File: src/rtl/mips_pkg.sv
// Shared MIPS register-file constants and address type.
// Latency: n/a (package only).
// Backpressure: n/a (package only).
package mips_pkg;

  localparam int        NUM_REGS = 32;
  localparam logic [4:0] REG_ZERO = 5'd0;

  // Conventional ABI register numbers.
  localparam logic [4:0] REG_GP = 5'd28;
  localparam logic [4:0] REG_SP = 5'd29;
  localparam logic [4:0] REG_RA = 5'd31;

  typedef logic [4:0] reg_addr_t;

endpackage

File: src/rtl/Register_posedge.sv
// Enabled register cell: captures i_d on a rising edge when i_en is high.
// Latency: 1 cycle from i_d/i_en to o_q.
// Backpressure: none; i_en low simply holds the stored value.
//
// Ports:
//   clk    rising-edge clock
//   reset  asynchronous active-low clear
//   i_en   load enable
//   i_d    data to load
//   o_q    stored value
module Register_posedge #(
  parameter int W = 32
) (
  input  logic         clk,
  input  logic         reset,
  input  logic         i_en,
  input  logic [W-1:0] i_d,
  output logic [W-1:0] o_q
);

  logic [W-1:0] r_q;

  always_ff @(posedge clk or negedge reset) begin
    if (!reset) begin
      r_q <= '0;
    end else if (i_en) begin
      r_q <= i_d;
    end
  end

  assign o_q = r_q;

endmodule

File: src/rtl/register_file_2r1w.sv
// 32 x N MIPS GPR file: one write port, two registered read ports with write bypass.
// Latency: reads 1 cycle; a same-cycle write to the read address is forwarded.
// Backpressure: read_enable=0 holds both read outputs and drops read_valid; writes continue.
//
// Ports:
//   clk          rising-edge clock
//   reset        asynchronous active-low clear of all entries and outputs
//   reg_write    write strobe (WB stage)
//   write_addr   destination register
//   write_data   data written on the next rising edge
//   read_enable  0 = stall, read outputs hold
//   read_addr1   rs address
//   read_addr2   rt address
//   read_data1   registered rs value
//   read_data2   registered rt value
//   read_valid   read_data1/2 were loaded on the previous rising edge
module register_file_2r1w
  import mips_pkg::*;
#(
  parameter int N      = 32,
  parameter int ADDR_W = 5
) (
  input  logic              clk,
  input  logic              reset,
  input  logic              reg_write,
  input  logic [ADDR_W-1:0] write_addr,
  input  logic [N-1:0]      write_data,
  input  logic              read_enable,
  input  logic [ADDR_W-1:0] read_addr1,
  input  logic [ADDR_W-1:0] read_addr2,
  output logic [N-1:0]      read_data1,
  output logic [N-1:0]      read_data2,
  output logic              read_valid
);

  localparam int DEPTH = 2 ** ADDR_W;

  // Write qualifier: a write to register zero is dropped everywhere,
  // including the bypass compare below.
  logic w_wr_live;
  assign w_wr_live = reg_write && (write_addr != ADDR_W'(REG_ZERO));

  logic [N-1:0] w_entry [DEPTH];
  logic         w_wr_en [DEPTH];

  // Entry 0 is a constant; it has no storage cell.
  assign w_entry[0] = '0;
  assign w_wr_en[0] = 1'b0;

  for (genvar g = 1; g < DEPTH; g++) begin : g_entry
    // One-hot decode of the write address gated by the strobe.
    assign w_wr_en[g] = reg_write && (write_addr == ADDR_W'(g));

    Register_posedge #(
      .W (N)
    ) u_reg (
      .clk   (clk),
      .reset (reset),
      .i_en  (w_wr_en[g]),
      .i_d   (write_data),
      .o_q   (w_entry[g])
    );
  end

  // Read muxes with write-to-read bypass. Forwarding the incoming write
  // keeps the ID stage from seeing a stale value when WB targets rs/rt
  // in the same cycle.
  logic         w_byp1;
  logic         w_byp2;
  logic [N-1:0] w_rd1;
  logic [N-1:0] w_rd2;

  assign w_byp1 = w_wr_live && (write_addr == read_addr1);
  assign w_byp2 = w_wr_live && (write_addr == read_addr2);
  assign w_rd1  = w_byp1 ? write_data : w_entry[read_addr1];
  assign w_rd2  = w_byp2 ? write_data : w_entry[read_addr2];

  logic [N-1:0] r_read_data1;
  logic [N-1:0] r_read_data2;
  logic         r_read_valid;

  always_ff @(posedge clk or negedge reset) begin
    if (!reset) begin
      r_read_data1 <= '0;
      r_read_data2 <= '0;
      r_read_valid <= 1'b0;
    end else begin
      r_read_valid <= read_enable;
      // During a stall the outputs keep what they captured last, even if
      // the underlying entry is rewritten meanwhile.
      if (read_enable) begin
        r_read_data1 <= w_rd1;
        r_read_data2 <= w_rd2;
      end
    end
  end

  assign read_data1 = r_read_data1;
  assign read_data2 = r_read_data2;
  assign read_valid = r_read_valid;

endmodule
File: config.mk
export PLATFORM = sky130hd
export DESIGN_NAME = register_file_2r1w
export DESIGN_NICKNAME = d
export VERILOG_FILES = /design/src/rtl/mips_pkg.sv /design/src/rtl/Register_posedge.sv /design/src/rtl/register_file_2r1w.sv
export SDC_FILE = /design/constraint.sdc
export NUM_CORES = 2
export LEC_CHECK = 0
export BUFFER_PORTS_ARGS = -buffer_cell sky130_fd_sc_hd__buf_2
export CORE_ASPECT_RATIO = 1.2
export CORE_MARGIN = 3
export CORE_UTILIZATION = 64
export DETAILED_ROUTE_END_ITERATION = 6
export PLACE_DENSITY = 0.81
export SLEW_MARGIN = 5
export SYNTH_ARGS = -nofsm -noshare
export SYNTH_HDL_FRONTEND = slang
export SYNTH_SLANG_ARGS = --single-unit
File: constraint.sdc
create_clock -name clk -period 2.15 [get_ports clk]
set_input_delay 0.43 -clock clk [delete_from_list [all_inputs] [get_ports clk]]
set_output_delay 0.43 -clock clk [all_outputs]
set_load 0.01 [all_outputs]
==> flow_summary.toml <==
[layout]
drive_gt1_frac = 0.527
syn2layout_area_growth_pct = 16.0
fin_nets = 4118
design_area_mm2 = 0.0646

[synthesis]
ys.flop_type = "dfrtp_1"
synth_seq_area_share = 0.475
synth_edf_count = 0
syn_area_mm2 = 0.0557
synth_nets = 3878
ys_types = 55
ys_ff_latch = 1057
synthArstFlopShare = 1.00
synth_warnings = 0
synthCells = 3827
avgSynthCellArea_um2 = 14.6

[grt]
grt_use_total = 0.402
grt_max_degree = 92
antenna_found_initial = 11
grt_overflow = 0
grt_pass1_vias = 41400
grt_pass1_wl_um = 267000

[sta]
worstMarginPinSlew_ns = 1.36
setup_violations = 0
final.period_utilization = 0.899
finClkSkew_ns = 0.0253
holdWs_ns = 0.269
fin_crit_ns = 1.93
max_freq_mhz = 517
rsz0062_at_grt = "no"
hold_violations = 0
setup_tns_ns = 0
finalMaxSlewViolations = 0
fin_ws_ns = 0.217
maxSlewHeadroom = 0.0873

[clocking]
cts_tree = "built"
clockBufferDepth = 3
insertion_delay_ns = 0.70
cts-htree-levels = 3
cts_resized = 0
numCtsBuffers = 105
clk_pin_slew_worst_paths_ns = 0.07
cts_root_buf = "clkbuf_16"
cts_sinks = 1057

[detailed_routing]
drc = 3
postRouteWirelength_um = 179000
via_count = 39600
drtAntennaViolNets = 0
vias_per_cell = 7.48
wl_per_cell_um = 33.8
first_pass_iters = 7
drt_first_iter_violations = 4690

[critical_path]
crit_slowest_cell = "nand4_1"
crit_arrival_ns = 2.50
critPathCaptureType = "flop"
required_ns = 2.71
cp-start-kind = "input port"
critPathBufInv = 3
worst-path-max-fanout = 27
crit_chain = "buf_8 > buf_12 > xor2_1 > nor2_1 > nand4_1 > buf_4 > o22ai_1 > a211oi_1"
worstSetupPathType = "input port to flop"
crit_family = "buffers and inverters"
cpPeakStageDelay_ns = 0.41

[job]
drv_cap = 0

[die]
dieWidth_um = 275
rows = 117
ios = 116
initial_core_util = 0.651
fp.dieH_um = 329
coreArea_mm2 = 0.0855
dieArea_mm2 = 0.0906

[place]
place_ws_ns = -0.472
place_hpwl_um = 117000
port_buffers = 115
placed_area_mm2 = 0.0610
gp_congestion = 0.928

[run_status]
status = "finished, violations left"
violations = "design-rule violations"

[worst_hold_path]
min_path_type = "input port to asynchronous set/reset pin"

[power_and_ir_drop]
leakage_nw = 28.5
ir_drop_mv = 0.740
p_per_area_mw_per_mm2 = 902
==> flip-flops by register name (all words and copies together), names as in the netlist <==
register           count
g_entry.u_reg.o_q    992
read_data2            32
read_data1            32
read_valid             1
==> worst reg2reg max path, delay by kind of cell (launching register included) <==
kind	cells	cell delay [ns]
AOI/OAI and AO/OA	3	0.71
and+or+nand+nor	1	0.07
muxes	1	0.49
DFF	1	0.41
==> layer usage <==
metal  vias to the layer above  share of wire  global-route usage
met4                         6          0.077               0.253
li1                      15400              -                   -
met1                     20600           0.35               0.509
met5                         -        0.00026                   0
met3                       835           0.11               0.105
met2                      2746           0.46               0.622
==> what timing repair did <==
action,in CTS,in global routing
buffers inserted,0,0
hold endpoints to repair,12,0
hold buffers,1,0
==> area by class of cell <==
type | instances | area [um2]
multi-input combinational | 2353 | 27400
sequential | 1057 | 26500
fill | 5085 | 20900
timing repair buffer | 546 | 5750
clock buffer | 152 | 3090
tap | 1130 | 1410
clock inverter | 43 | 468
antenna | 11 | 27.5
inverter | 4 | 15.0
==> through the flow <==
step | total power, mW | cells | utilization
6_report | 58.3 | 5296 | 0.755
5_1_grt | 60.3 | 5290 | 0.755
4_1_cts | 58.1 | 5285 | 0.755
3_5_place_dp | 39.2 | 5089 | 0.713
3_3_place_gp | 38.4 | 5089 | 0.713
2_1_floorplan | 34.7 | 3827 | -
==> layout by cell type (no fill, tap or decap), types with 72 or more instances in the layout <==
cell type,synthesis,routed
buf_12,0,149
buf_2,148,108
buf_4,43,281
clkbuf_16,0,107
dfrtp_1,1057,1057
mux2_2,1045,1045
mux2i_1,193,193
mux4_2,375,375
nand2_1,80,72
o22ai_1,77,77
==> path summary, 6_finish.rpt <==
kind | start | end | slack (ns) | depth (start not counted)
setup / recovery | read_addr2[0] | read_data2[1]$_DFFE_PN0P_ | 0.22 | 8
hold / removal | reset | g_entry[7].u_reg.o_q[4]$_DFFE_PN0P_ | 0.27 | 2
setup reg to reg | g_entry[22].u_reg.o_q[2]$_DFFE_PN0P_ | read_data2[2]$_DFFE_PN0P_ | 0.32 | 5
hold reg to reg | g_entry[12].u_reg.o_q[4]$_DFFE_PN0P_ | g_entry[12].u_reg.o_q[4]$_DFFE_PN0P_ | 0.51 | 1
max in group asynchronous | reset | g_entry[17].u_reg.o_q[12]$_DFFE_PN0P_ | 0.92 | 3
min in group clk | read_enable | read_data2[28]$_DFFE_PN0P_ | 0.28 | 3
==> power by group <==
group / leakage (nW) / switching [mW] / internal, mW
logic: 13.2 / 5.03 / 7.30
registers: 13.5 / 3.13 / 23.8
clock network: 1.76 / 8.19 / 10.8
total: 28.5 / 16.3 / 41.9
==> cell usage after synthesis (all sizes together) (8+ instances only) <==
cell / instances / area, um2
a211o: 13 / 114
a211oi: 14 / 105
a21oi: 29 / 145
a221oi: 53 / 464
a222oi: 17 / 170
a22o: 62 / 543
a22oi: 53 / 398
a31oi: 13 / 81.3
buf: 235 / 1360
clkbuf: 178 / 671
dfrtp: 1057 / 26500
mux2: 1070 / 12000
mux2i: 193 / 1930
mux4: 375 / 8450
nand2: 80 / 300
nand2b: 8 / 50.1
nor2: 82 / 315
nor2b: 24 / 150
nor3: 24 / 125
o211ai: 20 / 150
o21ai: 31 / 155
o221ai: 54 / 473
o22ai: 77 / 482
o311ai: 18 / 158
==> kinds of logic after synthesis <==
logic type / count (synthesis) / synth area share
compound gates: 463 / 0.0641
flops: 1057 / 0.475
xor+xnor: 10 / 0.00157
simple gates: 242 / 0.0200
mux: 1638 / 0.403
buf+inv: 417 / 0.0367
Note: power is estimated with default switching activity, not from simulation.
